<file path="src/rtl/astar_expand_ctrl.sv">
// A* neighbor-expansion sequencer: walks N/E/S/W of the current node, queries the
// closed list for each in-grid neighbor and pushes non-closed ones to the open list.
module astar_expand_ctrl #(
    parameter int unsigned GRID_W  = 20,
    parameter int unsigned GRID_H  = 20,
    parameter int unsigned COORD_W = 8,
    parameter int unsigned COST_W  = 10
) (
    input  logic               Clk,
    input  logic               Reset,
    input  logic               start,
    input  logic [COORD_W-1:0] cur_x,
    input  logic [COORD_W-1:0] cur_y,
    input  logic [COST_W-1:0]  cur_g,
    output logic               busy,
    output logic               done,
    output logic [2:0]         ins_count,
    output logic               search_req,
    output logic [COORD_W-1:0] search_x,
    output logic [COORD_W-1:0] search_y,
    input  logic               search_done,
    input  logic               search_found,
    output logic               ins_valid,
    input  logic               ins_ready,
    output logic [COORD_W-1:0] ins_x,
    output logic [COORD_W-1:0] ins_y,
    output logic [COST_W-1:0]  ins_g,
    output logic [1:0]         ins_dir
);

    typedef enum logic [2:0] {StIdle, StCheck, StSearch, StInsert, StDone} state_e;

    localparam logic [COORD_W-1:0] MaxX     = COORD_W'(GRID_W - 1);
    localparam logic [COORD_W-1:0] MaxY     = COORD_W'(GRID_H - 1);
    localparam logic [COORD_W-1:0] CoordOne = COORD_W'(1);
    localparam logic [2:0]         DirEnd   = 3'd4;

    state_e state_q, state_d;

    logic [COORD_W-1:0] cur_x_q, cur_x_d;
    logic [COORD_W-1:0] cur_y_q, cur_y_d;
    logic [COST_W-1:0]  cur_g_q, cur_g_d;
    logic [2:0]         dir_q, dir_d;
    logic [2:0]         count_q, count_d;
    logic [COORD_W-1:0] search_x_q, search_x_d;
    logic [COORD_W-1:0] search_y_q, search_y_d;
    logic [COORD_W-1:0] ins_x_q, ins_x_d;
    logic [COORD_W-1:0] ins_y_q, ins_y_d;
    logic [COST_W-1:0]  ins_g_q, ins_g_d;
    logic [1:0]         ins_dir_q, ins_dir_d;

    logic [COORD_W-1:0] nb_x;
    logic [COORD_W-1:0] nb_y;
    logic               nb_oob;
    logic [COST_W:0]    g_sum;
    logic [COST_W-1:0]  g_inc;

    // Neighbor of the current node in direction dir_q; bounds tested before any arithmetic wraps.
    always_comb begin
        nb_x   = cur_x_q;
        nb_y   = cur_y_q;
        nb_oob = 1'b0;
        unique case (dir_q[1:0])
            2'd0: begin
                nb_y   = cur_y_q - CoordOne;
                nb_oob = (cur_y_q == '0);
            end
            2'd1: begin
                nb_x   = cur_x_q + CoordOne;
                nb_oob = (cur_x_q == MaxX);
            end
            2'd2: begin
                nb_y   = cur_y_q + CoordOne;
                nb_oob = (cur_y_q == MaxY);
            end
            2'd3: begin
                nb_x   = cur_x_q - CoordOne;
                nb_oob = (cur_x_q == '0);
            end
        endcase
    end

    assign g_sum = {1'b0, cur_g_q} + (COST_W + 1)'(1);
    assign g_inc = g_sum[COST_W] ? '1 : g_sum[COST_W-1:0];

    // State register
    always_ff @(posedge Clk or posedge Reset) begin
        if (Reset) begin
            state_q <= StIdle;
        end else begin
            state_q <= state_d;
        end
    end

    // Next-state logic
    always_comb begin
        state_d = state_q;
        unique case (state_q)
            StIdle: begin
                if (start) state_d = StCheck;
            end
            StCheck: begin
                if (dir_q == DirEnd) begin
                    state_d = StDone;
                end else if (!nb_oob) begin
                    state_d = StSearch;
                end
            end
            StSearch: begin
                if (search_done) state_d = search_found ? StCheck : StInsert;
            end
            StInsert: begin
                if (ins_ready) state_d = StCheck;
            end
            StDone:   state_d = StIdle;
            default:  state_d = StIdle;
        endcase
    end

    // Output decode
    always_comb begin
        busy       = (state_q != StIdle);
        done       = (state_q == StDone);
        search_req = (state_q == StSearch);
        ins_valid  = (state_q == StInsert);
    end

    // Datapath next-state
    always_comb begin
        cur_x_d    = cur_x_q;
        cur_y_d    = cur_y_q;
        cur_g_d    = cur_g_q;
        dir_d      = dir_q;
        count_d    = count_q;
        search_x_d = search_x_q;
        search_y_d = search_y_q;
        ins_x_d    = ins_x_q;
        ins_y_d    = ins_y_q;
        ins_g_d    = ins_g_q;
        ins_dir_d  = ins_dir_q;
        unique case (state_q)
            StIdle: begin
                if (start) begin
                    cur_x_d = cur_x;
                    cur_y_d = cur_y;
                    cur_g_d = cur_g;
                    dir_d   = '0;
                    count_d = '0;
                end
            end
            StCheck: begin
                if (dir_q != DirEnd) begin
                    if (nb_oob) begin
                        dir_d = dir_q + 3'd1;
                    end else begin
                        search_x_d = nb_x;
                        search_y_d = nb_y;
                    end
                end
            end
            StSearch: begin
                if (search_done) begin
                    if (search_found) begin
                        dir_d = dir_q + 3'd1;
                    end else begin
                        ins_x_d   = search_x_q;
                        ins_y_d   = search_y_q;
                        ins_g_d   = g_inc;
                        ins_dir_d = dir_q[1:0];
                    end
                end
            end
            StInsert: begin
                if (ins_ready) begin
                    count_d = count_q + 3'd1;
                    dir_d   = dir_q + 3'd1;
                end
            end
            default: ;
        endcase
    end

    always_ff @(posedge Clk or posedge Reset) begin
        if (Reset) begin
            cur_x_q    <= '0;
            cur_y_q    <= '0;
            cur_g_q    <= '0;
            dir_q      <= '0;
            count_q    <= '0;
            search_x_q <= '0;
            search_y_q <= '0;
            ins_x_q    <= '0;
            ins_y_q    <= '0;
            ins_g_q    <= '0;
            ins_dir_q  <= '0;
        end else begin
            cur_x_q    <= cur_x_d;
            cur_y_q    <= cur_y_d;
            cur_g_q    <= cur_g_d;
            dir_q      <= dir_d;
            count_q    <= count_d;
            search_x_q <= search_x_d;
            search_y_q <= search_y_d;
            ins_x_q    <= ins_x_d;
            ins_y_q    <= ins_y_d;
            ins_g_q    <= ins_g_d;
            ins_dir_q  <= ins_dir_d;
        end
    end

    assign ins_count = count_q;
    assign search_x  = search_x_q;
    assign search_y  = search_y_q;
    assign ins_x     = ins_x_q;
    assign ins_y     = ins_y_q;
    assign ins_g     = ins_g_q;
    assign ins_dir   = ins_dir_q;

endmodule

</file>
<file path="config.mk">
export PLATFORM = sky130hd
export DESIGN_NAME = astar_expand_ctrl
export DESIGN_NICKNAME = d
export VERILOG_FILES = /design/src/rtl/astar_expand_ctrl.sv
export SDC_FILE = /design/constraint.sdc
export NUM_CORES = 1
export LEC_CHECK = 0
export CAP_MARGIN = 10
export CORE_ASPECT_RATIO = 1.1
export CORE_UTILIZATION = 50
export DETAILED_ROUTE_END_ITERATION = 10
export GPL_TIMING_DRIVEN = 0
export HOLD_SLACK_MARGIN = 0.02
export PLACE_DENSITY = 0.78
export SLEW_MARGIN = 40
export SYNTH_ARGS = -nofsm -noshare
export SYNTH_HDL_FRONTEND = slang
export SYNTH_SLANG_ARGS = --single-unit
</file>
<file path="constraint.sdc">
create_clock -name Clk -period 4.5 [get_ports Clk]
set_clock_uncertainty 0.15 [all_clocks]
set_input_delay 0.9 -clock Clk [delete_from_list [all_inputs] [get_ports Clk]]
set_output_delay 0.9 -clock Clk [all_outputs]
set_load 0.005 [all_outputs]
</file>
==> flow_metrics.tcl, run 1 <==
set metrics [dict create \
    status "finished clean" \
    multiInputGateArea_um2 2090 \
    drv_slew 0 \
    reg2reg_depth 12 \
    synth_edf_count 0 \
    synth_flop_cell "dfrtp_1" \
    crit_slowest_cell "fa_1" \
    clock-sinks 79 \
    die_w_um 89.6 \
    grt_pass1_wl_mm 16.4 \
    io_buffers 81 \
    min_period_ns 3.27 \
    cts_tree "yes" \
    cp_cell_sequence "inv_1 -> ha_1 -> buf_6 -> inv_1 -> fa_1 -> nor2b_1 -> or2_2 -> a31o_2 -> a311oi_1 -> xnor2_1 -> mux2i_1 -> a21oi_1" \
    maxCapViolCount 0 \
    clk_latency_ns 0.36 \
    crit_path_end_kind "register" \
    syn_avg_cell_area_um2 9.61 \
    reg2reg_from "dir_q[0]" \
    grtUsageMet3_pct 4.14 \
    clk_pin_slew_worst_paths_ns 0.09 \
    hold_class "reg -> reg" \
    grt_overflow 0 \
    finalCritPeriodShare_pct 72.7 \
    syn-num-nets 491 \
    crit_type "reg -> reg" \
    io_pins 83 \
    start_util_pct 52.5 \
    ant_nets 0 \
    gr-usage-met1_pct 32.5 \
    arrival_ns 3.40 \
    ys_ff_latch 79 \
    max_freq_mhz 306 \
    grt_usage_pct 24.3 \
    synth_area_um2 4220 \
    hold_viol 0 \
    die_y_um 98.3 \
    ys_seq_area_share_pct 46.9 \
    hold_depth 2 \
    fp.dieArea_um2 8810 \
    core_area_um2 8040 \
    drtIter0Drc 159 \
    wl_mm 9.93 \
    critical_path_required_ns 4.63 \
    place_congestion 0.869 \
    slowest_delay_ns 0.45 \
    synth_warnings 0 \
    busiest_layer "met2" \
    ir_drop_uv 433 \
    h-tree-depth 3 \
    drtPass1Iterations 5 \
    leakagePower_nw 2.37 \
    rsz0062_at_grt "no" \
    root_buffer "clkbuf_8" \
    drc 0 \
    clk_path_buf_depth 2 \
    grt_pass1_vias 3399 \
    rows 34 \
    met2_usage_pct 38.3 \
    drive_gt1_share_pct 12.1 \
    worst_path_most_repeated_cell "inv_1" \
    worst_slew_pin_slew_ns 0.557 \
    nFillCells 642 \
    antenna_found_initial 0 \
    ff_latch_area_um2 1980 \
    worstHoldEndpoint "ins_g[8]" \
    ys_types 55 \
    syn_inst 439 \
    vias 3525 \
    tritoncts.num_buffers 9 \
    cts_hold_buf 0 \
    area_growth_syn_to_layout_pct 28.1 \
    wire_per_inst_um 15.4 \
    power_density_nw_per_um2 804 \
    diodes 0 \
    instances_no_fill 645 \
    crit_fanout 11 \
    slew_headroom_pct 62.8 \
    post_cts_buffers 0 \
    vias_per_cell 5.47 \
    setup_viol 0 \
    dpl.hpwl_mm 7.42 \
    dp.cells 629 \
    min_from "ins_g[8]" \
    nNetsFinal 584 \
    grt_max_degree 62 \
    fin_tns_setup_ns 0 \
    async_flop_share_pct 100 \
    worst_setup_path_start_kind "register" \
    r2r_end "search_y[6]" \
    cts_resized 0 \
    r2r_setup_slack_ns 1.23 \
]
-- per-stage QoR --
stage                     cell area (um^2)  worst slack [ns]  hold slack, ns  utilization (%)  power (mW)
after floorplan                       4220              1.43           0.306                -        2.89
after global placement                5160             0.240           0.309             64.2        3.67
after detailed placement              5200              1.32           0.311             64.6        3.78
after CTS                             5400              1.24           0.330             67.2        4.34
after global routing                  5400              1.04           0.371             67.2        4.71
final                                 5400              1.23           0.328             67.2        4.34
-- how the worst max path moves through the flow --
stage / start / end / cells after the start
4_1_cts: dir_q[0] / search_y[6] / 12
3_3_place_gp: Reset / cur_y_q[0] / 2
3_5_place_dp: dir_q[0] / search_y[6] / 12
5_1_grt: dir_q[0] / search_y[6] / 12
2_1_floorplan: Reset / cur_g_q[0] / 1
6_report: dir_q[0] / search_y[6] / 12
-- worst max-delay path, delay by kind of cell, from the launching register on --
family | cells | cell delay [ns]
AOI/OAI and AO/OA | 3 | 0.74
adders and majority gates | 2 | 0.64
buffers and inverters | 3 | 0.49
DFF | 1 | 0.44
and+or+nand+nor | 2 | 0.43
xor gates and xnor gates | 1 | 0.17
muxes | 1 | 0.11
-- power breakdown --
group / internal (mW) / switching (mW) / leakage, nW / total [mW]
registers: 1.07 / 0.342 / 0.945 / 1.41
clock network: 0.263 / 0.285 / 0.0940 / 0.548
logic: 1.23 / 1.15 / 1.33 / 2.38
total: 2.56 / 1.78 / 2.37 / 4.34
-- cell families (layout without fill, tap and decap cells) --
family | Yosys count | after routing | share of synthesized area [%]
and+or+nand+nor | 176 | 176 | 19.2
AOI/OAI and AO/OA | 81 | 81 | 12.0
DFF | 79 | 79 | 46.9
buffers and inverters | 34 | 132 | 3.68
muxes | 32 | 32 | 8.45
adders and majority gates | 20 | 20 | 6.29
xor gates and xnor gates | 17 | 17 | 3.53
-- layer usage --
metal	part of all wire, %	wire length [um]
met5	0	0
met2	49	4910
met1	45	4420
met3	4.1	404
met4	1.9	185
-- cells in the final DEF, fill, tap and decap left out, drive strengths merged, types with 13 or more instances in the layout --
cell type / synthesis / layout
xnor2: 13 / 13
clkdlybuf4s50: 0 / 81
clkbuf: 4 / 13
o21ai: 20 / 20
inv: 16 / 18
nor2: 53 / 53
mux2: 26 / 26
ha: 18 / 18
a21oi: 33 / 33
nand2: 65 / 65
buf: 14 / 15
nor3: 14 / 14
dfrtp: 79 / 79
-- cell usage after synthesis (5+ instances only) --
cell | instances | area share [%]
a21oi_1 | 33 | 3.9
and3_1 | 8 | 1.2
buf_2 | 10 | 1.2
dfrtp_1 | 79 | 47
ha_1 | 18 | 5.3
inv_1 | 16 | 1.4
mux2_2 | 25 | 6.7
mux2i_1 | 6 | 1.4
nand2_1 | 65 | 5.8
nand2b_1 | 5 | 0.74
nand3_1 | 7 | 0.83
nor2_1 | 53 | 4.7
nor2b_1 | 6 | 0.89
nor3_1 | 14 | 1.7
o21ai_0 | 19 | 2.3
xnor2_1 | 13 | 2.7
-- flip-flops by register name, summed over array words and instances, names as in the netlist --
register / flops
ins_x: 8
ins_dir: 2
ins_y: 8
ins_g: 10
search_y: 8
cur_g_q: 10
state_q: 3
ins_count: 3
search_x: 8
cur_x_q: 8
dir_q: 3
cur_y_q: 8
-- area by class of cell --
class | instances | area share [%]
buffer | 18 | 1.76
clock buffer | 9 | 2.29
clock inverter | 7 | 1.51
inverter | 16 | 1.20
multi-input combinational | 326 | 38.6
sequential | 79 | 36.6
tap | 108 | 2.50
timing repair buffer | 82 | 15.5
Power figures use the tool's default switching activity.
==> inputs of run 2 (changes only) <==
clock period = 3.11 ns   (was 4.5 ns; I/O delays follow)
==> run 2 against run 1 <==
Design area grew 0.53%. Critical path type unchanged. Via count grew 0.14%. Critical path depth is the same. Largest cell class unchanged. Utilization grew 0.36 points. Largest power group unchanged.
==> flow_metrics.tcl, run 2 (synthesized netlist as in run 1, its figures left out) <==
set metrics [dict create \
    status "finished clean" \
    rows 34 \
    clk_pin_slew_worst_paths_ns 0.09 \
    nFillCells 638 \
    setup_viol 0 \
    dpl.hpwl_mm 7.42 \
    cts_tree "yes" \
    layout_commonest_cell "clkdlybuf4s50_1" \
    arrival_ns 3.09 \
    drtPass1Iterations 4 \
    crit_fanout 10 \
    antenna_found_initial 0 \
    h-tree-depth 3 \
    start_util_pct 52.5 \
    drive_gt1_share_pct 13.4 \
    root_buffer "clkbuf_8" \
    crit_family "compound AO/OA/AOI/OAI gates" \
    hold_class "reg -> reg" \
    hold_viol 0 \
    tritoncts.num_buffers 9 \
    drv_slew 0 \
    slew_headroom_pct 62.1 \
    nNetsFinal 586 \
    clock-sinks 79 \
    area_growth_syn_to_layout_pct 28.7 \
    leakagePower_nw 2.38 \
    die_y_um 98.3 \
    vias_per_cell 5.46 \
    fin_util_pct 67.5 \
    wl_mm 9.90 \
    fp.dieArea_um2 8810 \
    worst_slew_pin_slew_ns 0.569 \
    crit_path_end_kind "register" \
    grt_pass1_vias 3405 \
    slowest_delay_ns 0.44 \
    diodes 0 \
    place_congestion 0.869 \
    drc 0 \
    wire_per_inst_um 15.3 \
    ant_nets 0 \
    hold_depth 2 \
    worst_setup_path_start_kind "register" \
    mostFrequentLayoutCells "clkdlybuf4s50_1, dfrtp_1, nand2_1" \
    grt_overflow 0 \
    crit_slowest_cell "dfrtp_2" \
    core_area_um2 8040 \
    critical_path_required_ns 3.24 \
    grt_max_degree 62 \
    maxCapViolCount 0 \
    io_pins 83 \
    ir_drop_uv 640 \
    min_period_ns 2.96 \
    cp_cell_sequence "inv_2 -> ha_1 -> buf_6 -> clkinvlp_4 -> fa_2 -> nor2b_1 -> or2_2 -> a31o_2 -> a311oi_2 -> xnor2_1 -> mux2i_1 -> a21oi_1" \
    vias 3530 \
    path_buf_inv 3 \
    max_freq_mhz 338 \
    clk_latency_ns 0.36 \
    finalCritPeriodShare_pct 95.2 \
    io_buffers 81 \
    drtIter0Drc 170 \
    reg2reg_depth 12 \
    power_density_nw_per_um2 1170 \
    clk_path_buf_depth 2 \
    die_w_um 89.6 \
    grt_usage_pct 24.3 \
    crit_cells 12 \
    crit_type "reg -> reg" \
    grt_pass1_wl_mm 16.4 \
    fin_tns_setup_ns 0 \
]
==> run 2: where the power goes <==
part           leakage, nW  switching [mW]  internal, mW
Sequential           0.944           0.495          1.54
Combinational         1.34            1.69          1.81
Clock               0.0940           0.412         0.380
==> run 2: routing by layer <==
layer	share of wire, %	wire length [um]	global-route usage (%)	up-vias
met1	44	4400	32.5	1705
li1	-	-	-	1709
met4	2.4	240	10.4	0
met5	0	0	0	-
met3	3.4	333	4.14	23
met2	50	4920	38.3	93
==> run 2: area by class of cell <==
| type | instances | area (um^2) | share of cell area, % |
|---|---|---|---|
| repair buffers | 84 | 853 | 15.7 |
| clock buffers | 9 | 124 | 2.28 |
| plain buffers | 18 | 95.1 | 1.75 |
| inverters | 16 | 68.8 | 1.27 |
| flip-flops and latches | 79 | 1980 | 36.4 |
| multi-input cells | 326 | 2090 | 38.6 |
| clock inverters | 7 | 81.3 | 1.50 |
| well taps | 108 | 135 | 2.49 |
==> run 2: tightest hold or removal path: cells and delay by family (launching register included) <==
kind | cells | cell delay, ns
DFF | 1 | 0.35
and+or+nand+nor | 2 | 0.10
==> run 2: what timing repair did <==
action	4_1_cts	5_1_grt
buffers inserted	1	1
endpoints found under the setup margin	1	2
pin swaps	0	2
cloned	0	0
hold buffers	0	0
gates resized for setup	2	4
endpoints found under the hold margin	0	0
==> run 2: path summary, 6_finish.rpt <==
kind                          start           end  slack (ns)
max                        dir_q[0]   search_y[6]        0.15
max in group asynchronous     Reset    cur_x_q[2]        1.86
min                        ins_g[8]      ins_g[8]        0.33
max reg2reg                dir_q[0]   search_y[6]        0.15
min in group asynchronous     Reset  ins_count[2]        0.41
min reg2reg                ins_g[8]      ins_g[8]        0.33
==> run 2: metrics by stage <==
step           cell area (um^2)  std cells  setup WS [ns]  hold WS [ns]  power (mW)
3_3_place_gp               5160        628         -0.872         0.309        5.31
4_1_cts                    5410        646         0.0368         0.330        6.29
5_1_grt                    5430        647      -0.000197         0.371        6.85
2_1_floorplan              4220        439          0.246         0.306        4.18
3_5_place_dp               5200        629        -0.0737         0.311        5.47
6_report                   5430        647          0.149         0.329        6.33
